<file path="src/rtl/otp_keystream_if.sv">
// otp_keystream_if
//   Seed/control and key-delivery signals of the OTP keystream generator.
//   KEY_W and MAX_KEYS must match the generator instance that uses this bundle.
//   Signals:
//     load       seed-load request
//     seed       seed byte, sampled with load
//     mode       advance mode, sampled with load
//     key_ready  consumer accepts the presented key
//     key        current key
//     key_valid  key may be transferred
//     key_cnt    number of keys accepted since the last load
//     exhausted  all keys for this seed have been used
//   Modports: master = seed source / key consumer, slave = generator.
interface otp_keystream_if #(
    parameter int KEY_W    = 64,
    parameter int MAX_KEYS = 16
);
    localparam int CNT_W = $clog2(MAX_KEYS + 1);

    logic             load;
    logic [7:0]       seed;
    logic [1:0]       mode;
    logic             key_ready;
    logic [KEY_W-1:0] key;
    logic             key_valid;
    logic [CNT_W-1:0] key_cnt;
    logic             exhausted;

    modport master (
        output load, seed, mode, key_ready,
        input  key, key_valid, key_cnt, exhausted
    );

    modport slave (
        input  load, seed, mode, key_ready,
        output key, key_valid, key_cnt, exhausted
    );
endinterface

</file>
<file path="src/rtl/otp_keystream.sv">
// otp_keystream
//   One-time-pad key generator. A load builds the key from a seed byte
//   (byte i = seed ^ i) and latches the advance mode. Each accepted key
//   advances the key by a byte rotation (optionally mixed with the count)
//   until MAX_KEYS keys have been taken, after which a reseed is required.
//   Ports:
//     clk    rising-edge clock
//     reset  synchronous, active-high
//     bus    otp_keystream_if.slave (load/seed/mode/key_ready in,
//            key/key_valid/key_cnt/exhausted out)
//
//   state     | meaning
//   ----------+-----------------------------------------------
//   IDLE      | no seed since reset; key is 0, key_ready ignored
//   RUN       | key presented with key_valid=1
//   EXHAUSTED | MAX_KEYS keys taken; everything held until load
module otp_keystream #(
    parameter int KEY_W       = 64,
    parameter int SHIFT_BYTES = 1,
    parameter int MAX_KEYS    = 16
) (
    input  logic                  clk,
    input  logic                  reset,
    otp_keystream_if.slave        bus
);
    localparam int CNT_W   = $clog2(MAX_KEYS + 1);
    localparam int N_BYTES = KEY_W / 8;
    localparam int R       = 8 * SHIFT_BYTES;

    if ((KEY_W % 8) != 0 || KEY_W < 16) begin : g_bad_key_w
        $error("otp_keystream: KEY_W must be a multiple of 8 and at least 16");
    end
    if (SHIFT_BYTES < 1 || SHIFT_BYTES > N_BYTES - 1) begin : g_bad_shift
        $error("otp_keystream: SHIFT_BYTES must be in 1..KEY_W/8-1");
    end
    if (MAX_KEYS < 1) begin : g_bad_max
        $error("otp_keystream: MAX_KEYS must be at least 1");
    end

    typedef enum logic [1:0] {
        IDLE      = 2'd0,
        RUN       = 2'd1,
        EXHAUSTED = 2'd2
    } state_t;

    state_t           state_q, state_d;
    logic [KEY_W-1:0] key_q, key_d;
    logic [CNT_W-1:0] cnt_q, cnt_d;
    logic [1:0]       mode_q, mode_d;
    logic             valid_q;
    logic             exh_q;

    logic [KEY_W-1:0] seed_pat;
    logic [KEY_W-1:0] rot_l;
    logic [KEY_W-1:0] rot_r;
    logic [31:0]      cnt_ext;
    logic [CNT_W-1:0] cnt_inc;
    logic             handshake;

    assign rot_l   = {key_q[KEY_W-R-1:0], key_q[KEY_W-1:KEY_W-R]};
    assign rot_r   = {key_q[R-1:0], key_q[KEY_W-1:R]};
    // Zero-extends the pre-increment count so its low byte is defined for any CNT_W.
    assign cnt_ext = 32'(cnt_q);
    assign cnt_inc = cnt_q + 1'b1;

    // Load wins over a coincident handshake, so a load cycle never advances.
    assign handshake = (state_q == RUN) && bus.key_ready && !bus.load;

    always_comb begin
        seed_pat = '0;
        for (int i = 0; i < N_BYTES; i++) begin
            seed_pat[8*i +: 8] = bus.seed ^ 8'(i);
        end
    end

    always_comb begin
        state_d = state_q;
        key_d   = key_q;
        cnt_d   = cnt_q;
        mode_d  = mode_q;

        if (bus.load) begin
            key_d   = seed_pat;
            // Reserved mode 3 is stored as 0 so the advance only sees 0..2.
            mode_d  = (bus.mode == 2'd3) ? 2'd0 : bus.mode;
            cnt_d   = '0;
            state_d = RUN;
        end else if (handshake) begin
            unique case (mode_q)
                2'd1:    key_d = rot_r;
                2'd2:    key_d = {rot_l[KEY_W-1:8], rot_l[7:0] ^ cnt_ext[7:0]};
                default: key_d = rot_l;
            endcase
            cnt_d = cnt_inc;
            if (cnt_inc == CNT_W'(MAX_KEYS)) begin
                state_d = EXHAUSTED;
            end
        end
    end

    always_ff @(posedge clk) begin
        if (reset) begin
            state_q <= IDLE;
            key_q   <= '0;
            cnt_q   <= '0;
            mode_q  <= 2'd0;
            valid_q <= 1'b0;
            exh_q   <= 1'b0;
        end else begin
            state_q <= state_d;
            key_q   <= key_d;
            cnt_q   <= cnt_d;
            mode_q  <= mode_d;
            valid_q <= (state_d == RUN);
            exh_q   <= (state_d == EXHAUSTED);
        end
    end

    assign bus.key       = key_q;
    assign bus.key_valid = valid_q;
    assign bus.key_cnt   = cnt_q;
    assign bus.exhausted = exh_q;
endmodule

</file>
<file path="src/flat_wrapper.sv">
// flat-port wrapper written by rule: the top's interface ports become plain ports
module otp_keystream_flat 
#(
    parameter int KEY_W       = 64,
    parameter int SHIFT_BYTES = 1,
    parameter int MAX_KEYS    = 16
)
  (clk, reset, bus_load, bus_seed, bus_mode, bus_key_ready, bus_key, bus_key_valid, bus_key_cnt, bus_exhausted);
  otp_keystream_if #(.KEY_W(KEY_W), .MAX_KEYS(MAX_KEYS)) bus_i ();
  input  logic clk;
  input  logic reset;
  input wire logic [$bits(bus_i.load)-1:0] bus_load;
  input wire logic [$bits(bus_i.seed)-1:0] bus_seed;
  input wire logic [$bits(bus_i.mode)-1:0] bus_mode;
  input wire logic [$bits(bus_i.key_ready)-1:0] bus_key_ready;
  output wire logic [$bits(bus_i.key)-1:0] bus_key;
  output wire logic [$bits(bus_i.key_valid)-1:0] bus_key_valid;
  output wire logic [$bits(bus_i.key_cnt)-1:0] bus_key_cnt;
  output wire logic [$bits(bus_i.exhausted)-1:0] bus_exhausted;
  assign bus_i.load = bus_load;
  assign bus_i.seed = bus_seed;
  assign bus_i.mode = bus_mode;
  assign bus_i.key_ready = bus_key_ready;
  assign bus_key = bus_i.key;
  assign bus_key_valid = bus_i.key_valid;
  assign bus_key_cnt = bus_i.key_cnt;
  assign bus_exhausted = bus_i.exhausted;
  otp_keystream #(.KEY_W(KEY_W), .SHIFT_BYTES(SHIFT_BYTES), .MAX_KEYS(MAX_KEYS)) u_core (.clk(clk), .reset(reset), .bus(bus_i));
endmodule
</file>
<file path="config.mk">
export PLATFORM = sky130hd
export DESIGN_NAME = otp_keystream_flat
export DESIGN_NICKNAME = d
export VERILOG_FILES = /design/src/rtl/otp_keystream_if.sv /design/src/rtl/otp_keystream.sv /design/src/flat_wrapper.sv
export SDC_FILE = /design/constraint.sdc
export NUM_CORES = 1
export LEC_CHECK = 0
export CELL_PAD_IN_SITES_DETAIL_PLACEMENT = 1
export CELL_PAD_IN_SITES_GLOBAL_PLACEMENT = 1
export CORE_MARGIN = 4
export CORE_UTILIZATION = 37
export DETAILED_ROUTE_END_ITERATION = 16
export PLACE_DENSITY = 0.84
export SLEW_MARGIN = 20
export SYNTH_ARGS = -nofsm -noshare
export SYNTH_HDL_FRONTEND = slang
export SYNTH_SLANG_ARGS = --single-unit
</file>
<file path="constraint.sdc">
create_clock -name clk -period 2.13 [get_ports clk]
set_input_delay 0.426 -clock clk [delete_from_list [all_inputs] [get_ports clk]]
set_output_delay 0.426 -clock clk [all_outputs]
set_load 0.05 [all_outputs]
</file>
* Word-level counts from Yosys, hierarchy flattened
Cells that the tools add are included.
Storage, ports and cells: bits in registers 75, output and inout port bits 71
Operators by class: add/subtract/negate cells 1, eq/ne operators 7, muxes and demuxes 7, bitwise operators 8, reductions and logical operators 5
Operators with widths (count):
- 64-bit 2-to-1 mux | 2
- 64-bit one-hot mux with 2 select lines | 1
- 2-bit 2-to-1 mux | 4
- 8-bit by 5-bit XOR with 8-bit output | 1
- 2-bit by 1-bit equality test with 1-bit output (second input constant) | 3
- 2-bit equality test (second input constant) | 3
- 2-bit inverter | 3
- 5-bit by 1-bit adder with 5-bit output (second input constant) | 1
- 5-bit equality test (second input constant) | 1
- 1-bit inverter | 3
- 3-bit inverter | 1
- 1-bit logical AND | 2
- 2-bit nonzero test | 1
- 2-bit OR reduction | 1
- 1-bit logical NOT | 1

* Depth between registers and ports, before layout
Gate-level depths: netlist (run 1).
word-level depth 6, depth in mapped cells 9, depth with buffers taken out 6

* Worst setup path after synthesis (run 1)
OpenSTA, ideal clock, no wires.
path type reg-to-reg, from register u_core.mode_q[0], to register u_core.key_q[29] (netlist: u_core.bus.key[29]), arrival 1.688 ns, data required time 2.003 ns, slack 0.315 ns, cell stages (with the launch flop) 10, path buffers 3, period minus slack after synthesis 1.815 ns, cells stage by stage dfxtp_1 inv_1 ha_1 or2_1 clkbuf_2 buf_6 buf_6 a221o_1 o21ai_1 o21ai_1
On the way: longest elaborated chain between the ends 4, elaborated cells between the ends (all ways) 5, those cells by class eq/ne: 2; mux: 3
Ends and longest elaborated chain:
- start, declared | line otp_keystream.sv:49 | logic [1:0] mode_q, mode_d;
- start signal, assigned | line otp_keystream.sv:113 | mode_q <= mode_d;
- 2-bit equality test or 2-bit by 1-bit equality test with 1-bit output (tied branches) | line otp_keystream.sv:89 | unique case (mode_q)
- 64-bit one-hot mux with 2 select lines (*) | line otp_keystream.sv:89
- 64-bit 2-to-1 mux (*) | line otp_keystream.sv:88 | end else if (handshake) begin
- 64-bit 2-to-1 mux (*) | line otp_keystream.sv:82 | if (bus.load) begin
- end signal, assigned | line otp_keystream.sv:111 | key_q <= key_d;
- end, declared | line otp_keystream.sv:47 | logic [KEY_W-1:0] key_q, key_d;
Mark *: on every way between the ends. The rest lies on a longest branch, timed or not. The select of a mux whose other input is x is not followed. A chain may end at the register's enable or synchronous reset.

* Worst setup path after layout (run 1)
from register u_core.key_q[56] (netlist: u_core.bus.key[56]), to output port bus_key[56]
RTL lines:
- end, declared | line flat_wrapper.sv:16 | output wire logic [$bits(bus_i.key)-1:0] bus_key;
No word-level cell between the ends.

==> results.rst, run 1 <==
.. list-table::
   :header-rows: 1

   * - Metric
     - Value
   * - Class of the tightest hold or removal check
     - register to register
   * - Most used routing layer in global routing
     - met2
   * - Switch share
     - 33.3%
   * - Clock buffer depth
     - 2
   * - Final weighted congestion in routability-driven placement
     - 0.813
   * - Timing endpoint of the critical path
     - bus_key[56]
   * - Category of the most critical setup path
     - register to output pin
   * - Number of levels in the clock H-tree
     - 3
   * - Bufs and invs on worst path
     - 1
   * - CTS tree
     - yes
   * - Worst path slowest cell
     - clkdlybuf4s50_1
   * - Synthesis-to-layout area growth
     - 33.2%
   * - Number of failing hold endpoints at the final stage
     - 0
   * - DRC
     - 0
   * - Highest net fanout along the worst path
     - 5
   * - Basic-gate share of the synthesized area counting and, or, nand and nor cells
     - 10.1%
   * - Post-CTS setup buffer count
     - 0
   * - Top Family by Delay on Critical Path
     - buffers and inverters
   * - Synthesized-area fraction occupied by ao, oa, aoi and oai cells
     - 38.7%
   * - Post-layout min period
     - 2.05 ns
   * - Minimum setup slack in the final design
     - 0.0761 ns
   * - Xor/xnor cell area share of the yosys netlist
     - 0.990%
   * - Internal power summed over all cells
     - 2.36 mW
   * - Final #Nets
     - 487
   * - Launching point of the worst reg2reg path
     - u_core.mode_q[0]
   * - Number of unique standard cell types used by synthesis
     - 36
   * - Crit. End Element
     - output pin
   * - Worst slew slack as a fraction of its limit
     - 56.5%
   * - Maximum clock frequency
     - 0.487 GHz
   * - Cell area after technology mapping
     - 3540 sq um
   * - Largest family of logic cells by synthesized area
     - compound AO/OA/AOI/OAI gates
   * - Pre-CTS setup slack
     - -0.0420 ns
   * - Core Region
     - 9280 sq um
   * - Number of buffers inserted by port buffering
     - 84
   * - Fin crit share
     - 96.4%
   * - Total number of yosys warnings
     - 0
   * - Power after layout
     - 3.54 mW
   * - Post-Syn Nets
     - 415
   * - Number of resized instances in the post-cts repair step
     - 0
   * - Wire per inst
     - 19.8 microns
   * - Kind of start point of the critical path
     - register
   * - Synthesized area per cell
     - 8.91 sq um
   * - Via count
     - 3,645
   * - Number of sinks on the clock net
     - 75
   * - Horizontal die dimension
     - 106 microns
   * - Clock buffers created by TritonCTS
     - 9
   * - Die Y
     - 106 microns
   * - Depth of the worst register-to-register path
     - 7
   * - Final-layout worst hold slack
     - 0.505 ns
   * - Met3 demand-to-capacity share in global routing
     - 4.59%
   * - Number of slew-limit violations in the final report
     - 0
   * - Area used by multi-input combinational logic
     - 1830 sq um
   * - Design Area, Final
     - 4710 sq um
   * - CTS Hold Buffers Added
     - 0
   * - Largest net degree at the start of global routing
     - 64
   * - Required time at the endpoint of the critical path
     - 1.70 ns
   * - Slew @ Worst Pin
     - 0.653 ns
   * - Sequential cell area
     - 1500 sq um
   * - Setup repair after global routing missed its margin
     - no
   * - Power density cells
     - 751 nW/um^2
   * - Initial cell density of the core
     - 38.1%
   * - Clock latency on the worst-skew pair
     - 0.34 ns
   * - Leading cell type in the layout, fill and taps excluded
     - o21ai_0
   * - Vias in the first global route
     - 3,699
   * - Clock group share of total power
     - 29.9%
   * - Synth Register Bits
     - 75
   * - Share of total power in combinational logic
     - 24.6%
   * - Detailed-routing iteration count for the pre-antenna-repair pass
     - 5
   * - Vias per cell
     - 6.06
   * - Fin Clk Skew
     - 0.00870 ns
   * - Fraction of the mapped netlist area in adder cells
     - 1.41%
   * - Grt total ovfl
     - 0
   * - Initial antenna violation count
     - 0
   * - Sequential fraction of the synthesis area
     - 42.4%
   * - Crit-path max cell delay
     - 0.85 ns
   * - Iter 0 DRT Violations
     - 203
   * - I/O pins
     - 85
   * - Worst vdd rail ir drop
     - 0.344 mV
   * - M2 GR Usage
     - 33.8%
   * - P_sw
     - 1.18 mW
   * - Antenna cells
     - 0
   * - Global Route met1 Usage
     - 27.8%
   * - Endpoint of the worst register-to-register path
     - u_core.bus.key[57]
   * - FF-to-FF setup slack
     - 0.15 ns
   * - Number of filler cells placed in the layout
     - 1,096
   * - Proportion of power drawn by flip-flops and latches
     - 45.5%
   * - Worst path arrival time
     - 1.63 ns
   * - Top library cells by usage in the layout, fill and taps aside
     - o21ai_0 (104), clkdlybuf4s50_1 (80), dfxtp_1 (75)
   * - Beginning of the critical path
     - u_core.bus.key[56]
   * - Post-synthesis cell count
     - 397
   * - Number of max-capacitance violations reported
     - 0
   * - Leak
     - 1.66 nW
   * - Standard cell area after detailed placement
     - 4530 sq um
   * - Wire length of the first global-routing pass
     - 19.1 mm
   * - Total length of routed wires
     - 11.9 mm
   * - Root buffer cell
     - clkbuf_8
   * - Run status
     - complete, no violations
   * - Crit-path cells
     - clkdlybuf4s50_1
   * - Setup violations, final
     - 0
   * - Levels on crit path
     - 1
   * - Ratio of cells with drive above 1 in the final layout
     - 9.53%
   * - Setup TNS
     - 0 ns
   * - Tot GR Track Use
     - 20.7%
   * - Mux contribution to synthesized area
     - 0.283%
   * - Final ANT Viol Nets
     - 0
   * - Placed wire-length estimate after detailed placement
     - 7.91 mm
   * - Rows
     - 35
   * - Total Die Area
     - 11,200 sq um
   * - Register clock-pin slew on the reported worst setup and hold paths
     - 0.07 ns
-- layer usage --
metal  share of wire [%]  routed length, microns  up-vias
met5                   0                       0        -
met4                0.98                     116        0
met3                 4.2                     504       12
met2                  49                    5820      103
met1                  46                    5450     1852
li1                    -                       -     1678
-- state kept, by name (all words and copies together) (netlist names) --
register,count
u_core.bus.exhausted,1
u_core.state_q,2
u_core.bus.key,64
u_core.bus.key_cnt,5
u_core.mode_q,2
u_core.bus.key_valid,1
-- power groups by stage --
stage | Combinational, mW | Sequential [mW] | Clock (mW)
finish | 0.872 | 1.61 | 1.06
global route | 0.922 | 1.62 | 1.15
CTS | 0.874 | 1.61 | 1.08
detailed placement | 0.871 | 1.64 | 0
global placement | 0.847 | 1.63 | 0
floorplan | 0.261 | 1.92 | 0
-- Yosys cell counts (all sizes together) --
cell type	instances	share of area, %
clkbuf	21	2.3
a21oi	10	1.4
nor3	1	0.14
nand3	1	0.14
or3	1	0.18
ha	4	1.4
a311oi	2	0.50
mux2i	1	0.28
xnor2	1	0.25
a221o	50	14
nor2b	7	1.2
a311o	5	1.4
a21o	6	1.3
nand2	16	1.7
nand3b	10	2.1
nor3b	1	0.21
xor2	3	0.74
or2	4	0.71
a221oi	9	2.2
nor2	19	2.0
nand4	1	0.18
o21ai	106	15
o22ai	3	0.53
and3b	1	0.25
nand2b	3	0.53
or3b	3	0.74
buf	21	3.4
inv	3	0.32
o32ai	9	2.2
dfxtp	75	42
-- final cells by class --
cell class              instances  share of cell area [%]
well taps                     129                    3.43
clock inverters                 3                   0.850
clock buffers                  11                    3.00
multi-input cells             277                    38.9
inverters                       3                   0.239
flip-flops and latches         75                    31.9
repair buffers                103                    21.7
-- logic make-up (layout without fill, tap and decap cells) --
group,count (synthesis),after routing
buffers and inverters,45,120
AO/OA/AOI/OAI,200,200
adder cells (fa/ha/maj),4,4
multiplexers,1,1
flip-flops,75,75
XOR/XNOR,4,4
AND/OR/NAND/NOR,68,68
-- per-stage QoR --
step,utilization [%],std cells
after floorplan,-,397
after global placement,48.8,587
after detailed placement,48.8,587
after CTS,50.8,601
after global routing,50.8,601
final,50.8,601
-- worst min path at each step --
stage	startpoint	endpoint	slack, ns	depth (start not counted)
2_1_floorplan	u_core.mode_q[1]	u_core.mode_q[1]	0.46	2
4_1_cts	u_core.mode_q[1]	u_core.mode_q[1]	0.50	2
3_3_place_gp	u_core.mode_q[1]	u_core.mode_q[1]	0.48	2
5_1_grt	u_core.mode_q[1]	u_core.mode_q[1]	0.54	2
6_report	u_core.mode_q[1]	u_core.mode_q[1]	0.51	2
3_5_place_dp	u_core.mode_q[1]	u_core.mode_q[1]	0.50	2
Power figures use the tool's default switching activity.
==> inputs of run 2 (changes only) <==
CAP_MARGIN = 20   (was default)
clock period = 2.35 ns   (was 2.13 ns; I/O delays follow)
==> results.rst, run 2 (same netlist as run 1, synthesis figures left out) <==
.. list-table::
   :header-rows: 1

   * - Metric
     - Value
   * - Number of max-capacitance violations reported
     - 0
   * - Worst slew slack as a fraction of its limit
     - 63.7%
   * - Via count
     - 3,666
   * - Initial antenna violation count
     - 0
   * - Number of failing hold endpoints at the final stage
     - 0
   * - Leak
     - 1.67 nW
   * - Hold Path Cell Cnt
     - 2
   * - Power density cells
     - 728 nW/um^2
   * - Placed wire-length estimate after detailed placement
     - 7.98 mm
   * - Antenna cells
     - 0
   * - Power after layout
     - 3.46 mW
   * - Setup TNS
     - 0 ns
   * - Total Die Area
     - 11,200 sq um
   * - Number of sinks on the clock net
     - 75
   * - CTS tree
     - yes
   * - Endpoint of the worst register-to-register path
     - u_core.bus.key[28]
   * - Top Family by Delay on Critical Path
     - buffers and inverters
   * - Setup repair after global routing missed its margin
     - no
   * - Initial cell density of the core
     - 38.1%
   * - Class of the tightest hold or removal check
     - register to register
   * - Setup violations, final
     - 0
   * - Rows
     - 35
   * - Worst vdd rail ir drop
     - 0.278 mV
   * - Global Route met1 Usage
     - 27.5%
   * - Fin crit share
     - 93.3%
   * - Met3 demand-to-capacity share in global routing
     - 4.72%
   * - Area used by multi-input combinational logic
     - 1830 sq um
   * - Slew @ Worst Pin
     - 0.544 ns
   * - Final weighted congestion in routability-driven placement
     - 0.845
   * - Number of resized instances in the post-cts repair step
     - 0
   * - Run status
     - complete, no violations
   * - CTS Hold Buffers Added
     - 0
   * - Number of levels in the clock H-tree
     - 3
   * - Cell Count, Final, Fillers Out
     - 603
   * - Kind of start point of the critical path
     - register
   * - Number of slew-limit violations in the final report
     - 0
   * - Total length of routed wires
     - 12.1 mm
   * - Crit-path cells
     - clkdlybuf4s50_1
   * - Final #Nets
     - 487
   * - Post-CTS setup buffer count
     - 0
   * - I/O pins
     - 85
   * - FF-to-FF setup slack
     - 0.25 ns
   * - Clock latency on the worst-skew pair
     - 0.35 ns
   * - Tot GR Track Use
     - 20.7%
   * - Ratio of cells with drive above 1 in the final layout
     - 9.28%
   * - Horizontal die dimension
     - 106 microns
   * - Final ANT Viol Nets
     - 0
   * - Sequential cell area
     - 1500 sq um
   * - Category of the most critical setup path
     - register to output pin
   * - Vias in the first global route
     - 3,661
   * - Launching point of the worst reg2reg path
     - u_core.mode_q[0]
   * - Bufs and invs on worst path
     - 1
   * - Grt total ovfl
     - 0
   * - Finished Core Util
     - 51.2%
   * - Iter 0 DRT Violations
     - 248
   * - Highest net fanout along the worst path
     - 7
   * - Cell count after placement
     - 587
   * - Maximum clock frequency
     - 0.456 GHz
   * - Most used routing layer in global routing
     - met2
   * - Post-layout min period
     - 2.19 ns
   * - Fin Clk Skew
     - 0.00695 ns
   * - Number of filler cells placed in the layout
     - 1,088
   * - Synthesis-to-layout area growth
     - 34.4%
   * - Clock buffer depth
     - 2
   * - Beginning of the critical path
     - u_core.bus.key_cnt[2]
   * - DRC
     - 0
   * - Top library cells by usage in the layout, fill and taps aside
     - o21ai_0 (104), clkdlybuf4s50_1 (84), dfxtp_1 (75)
   * - Die Y
     - 106 microns
   * - Wire length of the first global-routing pass
     - 19.0 mm
   * - Vias per cell
     - 6.08
   * - Final-layout worst hold slack
     - 0.512 ns
   * - Register clock-pin slew on the reported worst setup and hold paths
     - 0.09 ns
   * - Number of buffers inserted by port buffering
     - 84
   * - Clock buffers created by TritonCTS
     - 9
   * - Timing endpoint of the critical path
     - bus_key_cnt[2]
   * - Crit-path max cell delay
     - 0.87 ns
   * - Leading cell type in the layout, fill and taps excluded
     - o21ai_0
   * - M2 GR Usage
     - 33.8%
   * - Largest net degree at the start of global routing
     - 64
   * - Core Region
     - 9280 sq um
   * - Number of flip-flops under the largest register name
     - 64
   * - Worst path slowest cell
     - clkdlybuf4s50_1
   * - Root buffer cell
     - clkbuf_8
   * - Depth of the worst register-to-register path
     - 7
   * - Required time at the endpoint of the critical path
     - 1.88 ns
   * - Levels on crit path
     - 1
   * - Wire per inst
     - 20.0 microns
   * - Detailed-routing iteration count for the pre-antenna-repair pass
     - 4
   * - Crit. End Element
     - output pin
   * - Worst path arrival time
     - 1.72 ns
==> run 2: layout make-up <==
type	instances	share of cell area, %
Sequential cell	75	31.6
Clock buffer	9	2.60
Inverter	3	0.237
Multi-Input combinational cell	277	38.5
Clock inverter	7	2.45
Tap cell	129	3.39
Timing Repair Buffer	103	21.2
==> run 2: how the worst min path moves through the flow <==
stage	start	to	slack [ns]
final	u_core.mode_q[1]	u_core.mode_q[1]	0.51
after CTS	u_core.mode_q[1]	u_core.mode_q[1]	0.51
after global routing	u_core.mode_q[1]	u_core.mode_q[1]	0.54
after global placement	u_core.mode_q[1]	u_core.mode_q[1]	0.48
after detailed placement	u_core.mode_q[1]	u_core.mode_q[1]	0.50
after floorplan	u_core.mode_q[1]	u_core.mode_q[1]	0.46
==> run 2: metrics by stage <==
step	instance area [sq um]	setup WS (ns)
2_1_floorplan	3540	0.535
3_3_place_gp	4520	0.245
5_1_grt	4760	0.0921
3_5_place_dp	4520	0.101
4_1_cts	4760	0.136
6_report	4760	0.157
==> run 2: layer usage <==
layer / routed length, microns / share of wire, %
met2: 5790 / 48
met1: 5370 / 45
met5: 0 / 0
met3: 729 / 6.0
met4: 168 / 1.4
==> run 2: worst register-to-register path: cells and delay by family (launching register included) <==
| kind | cells | cell delay [ns] |
|---|---|---|
| AOI/OAI and AO/OA | 3 | 0.59 |
| and+or+nand+nor | 1 | 0.44 |
| DFF | 1 | 0.34 |
| adders and majority gates | 1 | 0.31 |
| buffers and inverters | 2 | 0.30 |
==> run 2: power by group <==
group / internal [mW] / switching [mW] / total (mW)
Sequential: 1.36 / 0.102 / 1.46
Combinational: 0.277 / 0.512 / 0.789
Clock: 0.704 / 0.510 / 1.21
==> inputs of run 3 (changes only) <==
CAP_MARGIN = 10   (was 20)
==> results of run 3 <==
Same layout as run 2: the final DEF is identical, and so are final timing and power.
